File: src/rtl/reg_file_sb.sv
// reg_file_sb: 2^ADDR_W x WIDTH register file with two combinational read ports and a pending scoreboard.
// Optional WRITE_BYPASS_EN forwards same-cycle writeback data and readiness to the read ports.
module reg_file_sb #(
  parameter int WIDTH    = 32,
  parameter int ADDR_W   = 5,
  parameter int ZERO_REG = 1
) (
  input  logic              clk,
  input  logic              rst_n,
  input  logic              wr_en,
  input  logic [ADDR_W-1:0] wr_addr,
  input  logic [WIDTH-1:0]  wr_data,
  input  logic              iss_en,
  input  logic [ADDR_W-1:0] iss_addr,
  input  logic [ADDR_W-1:0] rd_addr_a,
  output logic [WIDTH-1:0]  rd_data_a,
  output logic              rd_rdy_a,
  input  logic [ADDR_W-1:0] rd_addr_b,
  output logic [WIDTH-1:0]  rd_data_b,
  output logic              rd_rdy_b,
  output logic [ADDR_W:0]   pend_cnt
);
  localparam int DEPTH = 1 << ADDR_W;
  logic [WIDTH-1:0]  mem_q [DEPTH];
  logic [WIDTH-1:0]  mem_d [DEPTH];
  logic [DEPTH-1:0]  pend_q, pend_d;
  logic [ADDR_W:0]   cnt_q, cnt_d;
  logic              wr_ok, iss_ok, inc, dec;
  logic [ADDR_W-1:0] ra [2];
  logic [WIDTH-1:0]  rd [2];
  logic [1:0]        rr;
  assign wr_ok  = wr_en && !(ZERO_REG != 0 && wr_addr == '0);
  assign iss_ok = iss_en && !(ZERO_REG != 0 && iss_addr == '0);
  // An issue to the register being written on the same edge keeps it pending.
  always_comb begin
    mem_d  = mem_q;
    pend_d = pend_q;
    if (wr_ok) begin
      mem_d[wr_addr]  = wr_data;
      pend_d[wr_addr] = 1'b0;
    end
    if (iss_ok) pend_d[iss_addr] = 1'b1;
    inc   = iss_ok && !pend_q[iss_addr];
    dec   = wr_ok && pend_q[wr_addr] && !(iss_ok && iss_addr == wr_addr);
    cnt_d = cnt_q + (ADDR_W+1)'(inc) - (ADDR_W+1)'(dec);
  end
  always_ff @(negedge clk or negedge rst_n) begin
    if (!rst_n) begin
      mem_q  <= '{default: '0};
      pend_q <= '0;
      cnt_q  <= '0;
    end else begin
      mem_q  <= mem_d;
      pend_q <= pend_d;
      cnt_q  <= cnt_d;
    end
  end
  assign ra[0] = rd_addr_a;
  assign ra[1] = rd_addr_b;
  for (genvar p = 0; p < 2; p++) begin : g_rd
    logic zero, byp;
    assign zero = ZERO_REG != 0 && ra[p] == '0;
`ifdef WRITE_BYPASS_EN
    assign byp = wr_ok && wr_addr == ra[p];
`else
    assign byp = 1'b0;
`endif
    assign rd[p] = byp ? wr_data : zero ? '0 : mem_q[ra[p]];
    assign rr[p] = byp ? !(iss_ok && iss_addr == ra[p]) : zero | ~pend_q[ra[p]];
  end
  assign rd_data_a = rd[0];
  assign rd_data_b = rd[1];
  assign rd_rdy_a  = rr[0];
  assign rd_rdy_b  = rr[1];
  assign pend_cnt  = cnt_q;
endmodule
File: config.mk
export PLATFORM = sky130hd
export DESIGN_NAME = reg_file_sb
export DESIGN_NICKNAME = d
export VERILOG_FILES = /design/src/rtl/reg_file_sb.sv
export SDC_FILE = /design/constraint.sdc
export NUM_CORES = 2
export LEC_CHECK = 0
export ABC_CLOCK_PERIOD_IN_PS = 4200
export BUFFER_PORTS_ARGS = -buffer_cell sky130_fd_sc_hd__clkbuf_2
export CAP_MARGIN = 30
export CORE_AREA = 2 2 360 362
export DETAILED_ROUTE_END_ITERATION = 6
export DIE_AREA = 0 0 362 364
export PLACE_DENSITY = 0.68
export RECOVER_POWER = 100
export SYNTH_ARGS = -nofsm -noshare
export SYNTH_HDL_FRONTEND = slang
export SYNTH_SLANG_ARGS = --single-unit
File: constraint.sdc
create_clock -name clk -period 4.2 [get_ports clk]
set_clock_uncertainty 0.1 [all_clocks]
set_input_delay 0.84 -clock clk [delete_from_list [all_inputs] [get_ports clk]]
set_output_delay 0.84 -clock clk [all_outputs]
set_load 0.02 [all_outputs]
* Word-level counts from Yosys, hierarchy flattened
Cells that the tools add are included.
** Storage, ports and cells
- Flip-flop bits (word level) :: 1062
- Latch bits :: 0
- Bits in writable memories :: 0
- Bits in read-only memories :: 0
- Bits of input ports :: 56
- Output and inout bits :: 72
- Word-level logic and storage cells :: 99
- Memories kept :: 0
** Cells by class
- Add/sub/neg operators :: 2
- Multipliers :: 0
- Divide/modulo/power cells :: 0
- Order comparisons :: 10
- Equal/unequal tests :: 1
- Shifts and indexed selects :: 0
- Mux-type cells :: 25
- Bitwise operators :: 10
- Reductions and logical operators :: 17
** Operator list (number)
- 1024-bit bitwise mux :: 1
- 32-bit binary-select mux with 5-bit select :: 2
- 32-bit 2-to-1 mux :: 9
- 32-bit demux with 5-bit select :: 1
- 32-bit AND :: 1
- 32-bit inverter :: 1
- 32-bit OR :: 1
- 5-bit by 6-bit less-than comparator with 1-bit output (second input constant) :: 4
- 1-bit binary-select mux with 5-bit select :: 4
- 5-bit zero test :: 4
- 6-bit greater-or-equal comparator (second input constant) :: 3
- 5-bit inverter with 6-bit output :: 3
- 1-bit demux with 5-bit select :: 2
- 5-bit by 1-bit greater-or-equal comparator with 1-bit output (second input constant) :: 2
- 1-bit logical AND :: 9
- 6-bit by 1-bit adder with 6-bit output :: 1
- 6-bit by 1-bit less-than comparator with 1-bit output (second input constant) :: 1
- 1-bit 2-to-1 mux :: 6
- 6-bit by 1-bit subtractor with 6-bit output :: 1
- 5-bit equality test :: 1
- 1-bit zero test :: 4
- 1-bit inverter :: 2
- 1-bit OR :: 2

* Logic depth before layout (Yosys ltp)
- Depth in word-level cells :: 9
- Gate-level depth with buffers :: 12

==> qor.txt <==
======================================================================================
Biggest cell delay along the critical path                                      470 ps
Initial antenna violation count                                                      9
Area Overhead vs Synth                                                           29.7%
Detail Route Antenna Nets                                                            0
Slew HR                                                                         -0.288
Worst skew pair latency                                                         690 ps
Total number of yosys warnings                                                       0
Worst Reg-to-Reg Cells                                                              13
CP max-delay cell                                                         sky130_fd_sc_hd__mux4_2
Layout Cell Area excl Fill                                                 0.0741 mm^2
Global-route wire length before repair                                          289 mm
Leftover overflow at the end of global routing                                       0
Final weighted congestion in routability-driven placement                        0.891
Count of buffers from port buffering                                               127
Sw Share                                                                         0.274
Number of buffers created by CTS                                                   113
Floorplan row count                                                                132
Cell area after placement                                                  0.0688 mm^2
DRT Pass-1 Iters                                                                     5
Post-Place Worst Slack                                                        -1690 ps
Primary FF master, synth                                                  sky130_fd_sc_hd__dfrtn_1
Die boundary height                                                             364 um
CP Depth                                                                             6
Largest delay contributor family on the critical path                     multiplexers
Critical path capture point                                               rd_data_b[15]
Count of vias placed by the detailed router                                      39900
DRC marker count from the first detailed-route iteration                          3424
Number of max-cap violations                                                         1
Syn Std Cell Area                                                          0.0571 mm^2
Via count of the first global-routing pass                                       42000
Most common library cell in the layout ignoring fill and taps             sky130_fd_sc_hd__dfrtn_1
Clock network fraction of design power                                           0.314
Kind of end point of the critical path                                     output port
Final Slew Violations                                                               15
Slew of the pin with the lowest slew margin                                    1930 ps
Root buffer selected by CTS                                               sky130_fd_sc_hd__clkbuf_16
Worst-path fanout max                                                                3
Largest net degree at the start of global routing                                   87
Leading cell types in the layout, fill and taps excluded                  sky130_fd_sc_hd__dfrtn_1 (1062), sky130_fd_sc_hd__buf_4 (717), sky130_fd_sc_hd__mux2_4 (559)
Launch point of the worst path                                            mem_q[687]$_DFFE_NN0P_
PnR Total Power                                                                34.1 mW
Register-to-register setup slack                                                840 ps
Largest vdd supply drop                                                       0.421 mV
Type of the most critical hold path                                            reg2reg
Core region area                                                            0.128 mm^2
Routed wirelength normalized by instance count                                 30.7 um
Data arrival time of the critical path                                         4580 ps
GRT Overall Usage                                                                0.296
Starting Density                                                                 0.445
Final standard cell count with taps included and fillers excluded                 6319
Outcome                                                                   finished with violations
Synth Area per Inst                                                          14.8 um^2
Register share of total power                                                    0.406
Net count of the mapped netlist                                                   3927
Final hold vios                                                                      0
Post-Route WL                                                                   194 mm
Sum of buffers and inverters on the critical path                                    2
Internal power of the cells                                                    24.8 mW
P_sw                                                                           9.34 mW
Netlist cell types                                                                  59
Number of buffers between clock root and the deepest sink                            3
Hold-fix buffers, CTS                                                                0
Lkg Pwr                                                                        34.0 nW
TritonCTS clock tree                                                             built
Post-Synthesis Cells                                                              3864
Setup repair after global routing missed its margin                               true
Clock slew at the register clock pins of the worst setup and hold paths          40 ps
DRC violations left                                                                  0
Launching element type of the critical path                                   register
Die Span X                                                                      362 um
Setup CP Type                                                                  reg2out
Cell count after placement                                                        6053
Part of the power in combinational logic                                         0.280
Share of the yosys chip area belonging to registers                              0.465
Clock Sinks                                                                       1062
Seq cells post-synth                                                              1062
Critical register-to-register path startpoint                             pend_q[17]$_DFF_NN0_
Mean number of vias per cell                                                      6.32
Top-Level Pins                                                                     128
Share of flip-flops with an asynchronous set or reset                             1.00
Nets                                                                              4616
Number of flops mapped to enable cells by yosys                                      0
CTS H-tree lvls                                                                      3
Total Die Area                                                              0.132 mm^2
Crit Reg-Reg Endpoint                                                     pend_cnt[4]$_DFF_NN0_
Share of cells above drive strength 1                                            0.630
P per Cell Area                                                            460 mW/mm^2
Crit-path cells                                                           mux4_2 > mux2_2 > a221oi_2 > buf_4 > a211oi_2 > clkbuf_2
Final HPWL from detailed placement                                              125 mm
Required arrival time at the worst endpoint                                    3260 ps
Violations in the final reports                                           max-capacitance violations, max-slew violations, negative setup slack
# setup viols final                                                               1689
Worst Slack Setup Final                                                       -1320 ps
======================================================================================
power by group through the flow:
stage	Sequential (mW)	Combinational [mW]	Clock [mW]
after floorplan	13.5	5.73	0
final	13.8	9.55	10.7
after global placement	13.8	8.76	0
after CTS	13.8	9.34	10.8
after global routing	14.1	10.1	11.3
after detailed placement	13.9	8.95	0
per-stage QoR:
step	TNS, ps	util	hold WS, ps
finish	-334410	0.577	241
global route	-443560	0.577	255
CTS	-83390	0.574	243
detailed placement	-604550	0.536	243
global placement	-588190	0.536	238
floorplan	-141200	-	302
Yosys cell counts (all sizes together) (4+ instances only):
library cell,n,area (um^2)
a22oi,32,240
a221oi,35,307
xnor2,6,52.6
o21ai,27,135
o2bb2ai,4,35.0
or2,5,31.3
dfrtn,1062,26600
mux2,1061,11900
buf,210,1170
o22ai,4,25.0
nor2b,6,37.5
o221ai,30,263
nand3,35,175
nor2,25,93.8
mux4,473,10700
clkbuf,233,876
nand2b,5,31.3
a22o,42,368
nor3b,6,65.1
ha,6,75.1
nor3,5,25.0
a32o,4,40.0
a211o,30,263
inv,6,22.5
and3,63,394
nand3b,4,30.0
nand2,159,607
and3b,4,35.0
a21oi,35,175
mux2i,180,1800
o2111ai,33,289
how the worst min path moves through the flow:
stage / start / end / cells after the start
after floorplan: mem_q[1000]$_DFFE_NN0P_ / mem_q[1000]$_DFFE_NN0P_ / 1
after global placement: mem_q[1013]$_DFFE_NN0P_ / mem_q[1013]$_DFFE_NN0P_ / 0
after detailed placement: mem_q[1023]$_DFFE_NN0P_ / mem_q[1023]$_DFFE_NN0P_ / 0
after CTS: mem_q[1001]$_DFFE_NN0P_ / mem_q[1001]$_DFFE_NN0P_ / 0
after global routing: mem_q[995]$_DFFE_NN0P_ / mem_q[995]$_DFFE_NN0P_ / 0
final: mem_q[1001]$_DFFE_NN0P_ / mem_q[1001]$_DFFE_NN0P_ / 0
routing by layer:
metal,global-route usage,up-vias,wire [um]
met5,0,-,40
met4,0.110,6,7690
met3,0.0578,417,15900
met2,0.461,1747,90100
met1,0.413,21500,80400
li1,-,16300,-
flip-flops by register name (all words and copies together) (netlist names):
register,flops
mem_q,1024
pend_q,32
pend_cnt,6
logic make-up after synthesis:
| kind of cell | synth area share |
|---|---|
| muxes | 0.427 |
| DFF | 0.465 |
| buffers and inverters | 0.0362 |
| and+or+nand+nor | 0.0284 |
| AOI/OAI and AO/OA | 0.0402 |
| xor gates and xnor gates | 0.00138 |
| adders and majority gates | 0.00166 |
final cells by class:
| class | count | area (um^2) |
|---|---|---|
| fillers | 9755 | 54200 |
| multi-input cells | 2353 | 31800 |
| flip-flops and latches | 1062 | 26600 |
| repair buffers | 1017 | 9690 |
| clock buffers | 169 | 3400 |
| well taps | 1675 | 2100 |
| clock inverters | 33 | 551 |
| inverters | 6 | 22.5 |
| diodes | 4 | 10.0 |
timing repair:
item | CTS | global route
setup endpoints to repair | 84 | 228
buffers inserted | 23 | 36
resized for setup | 131 | 109
gates cloned | 1 | 1
pin swaps | 18 | 19
(Power assumes the default switching activity.)
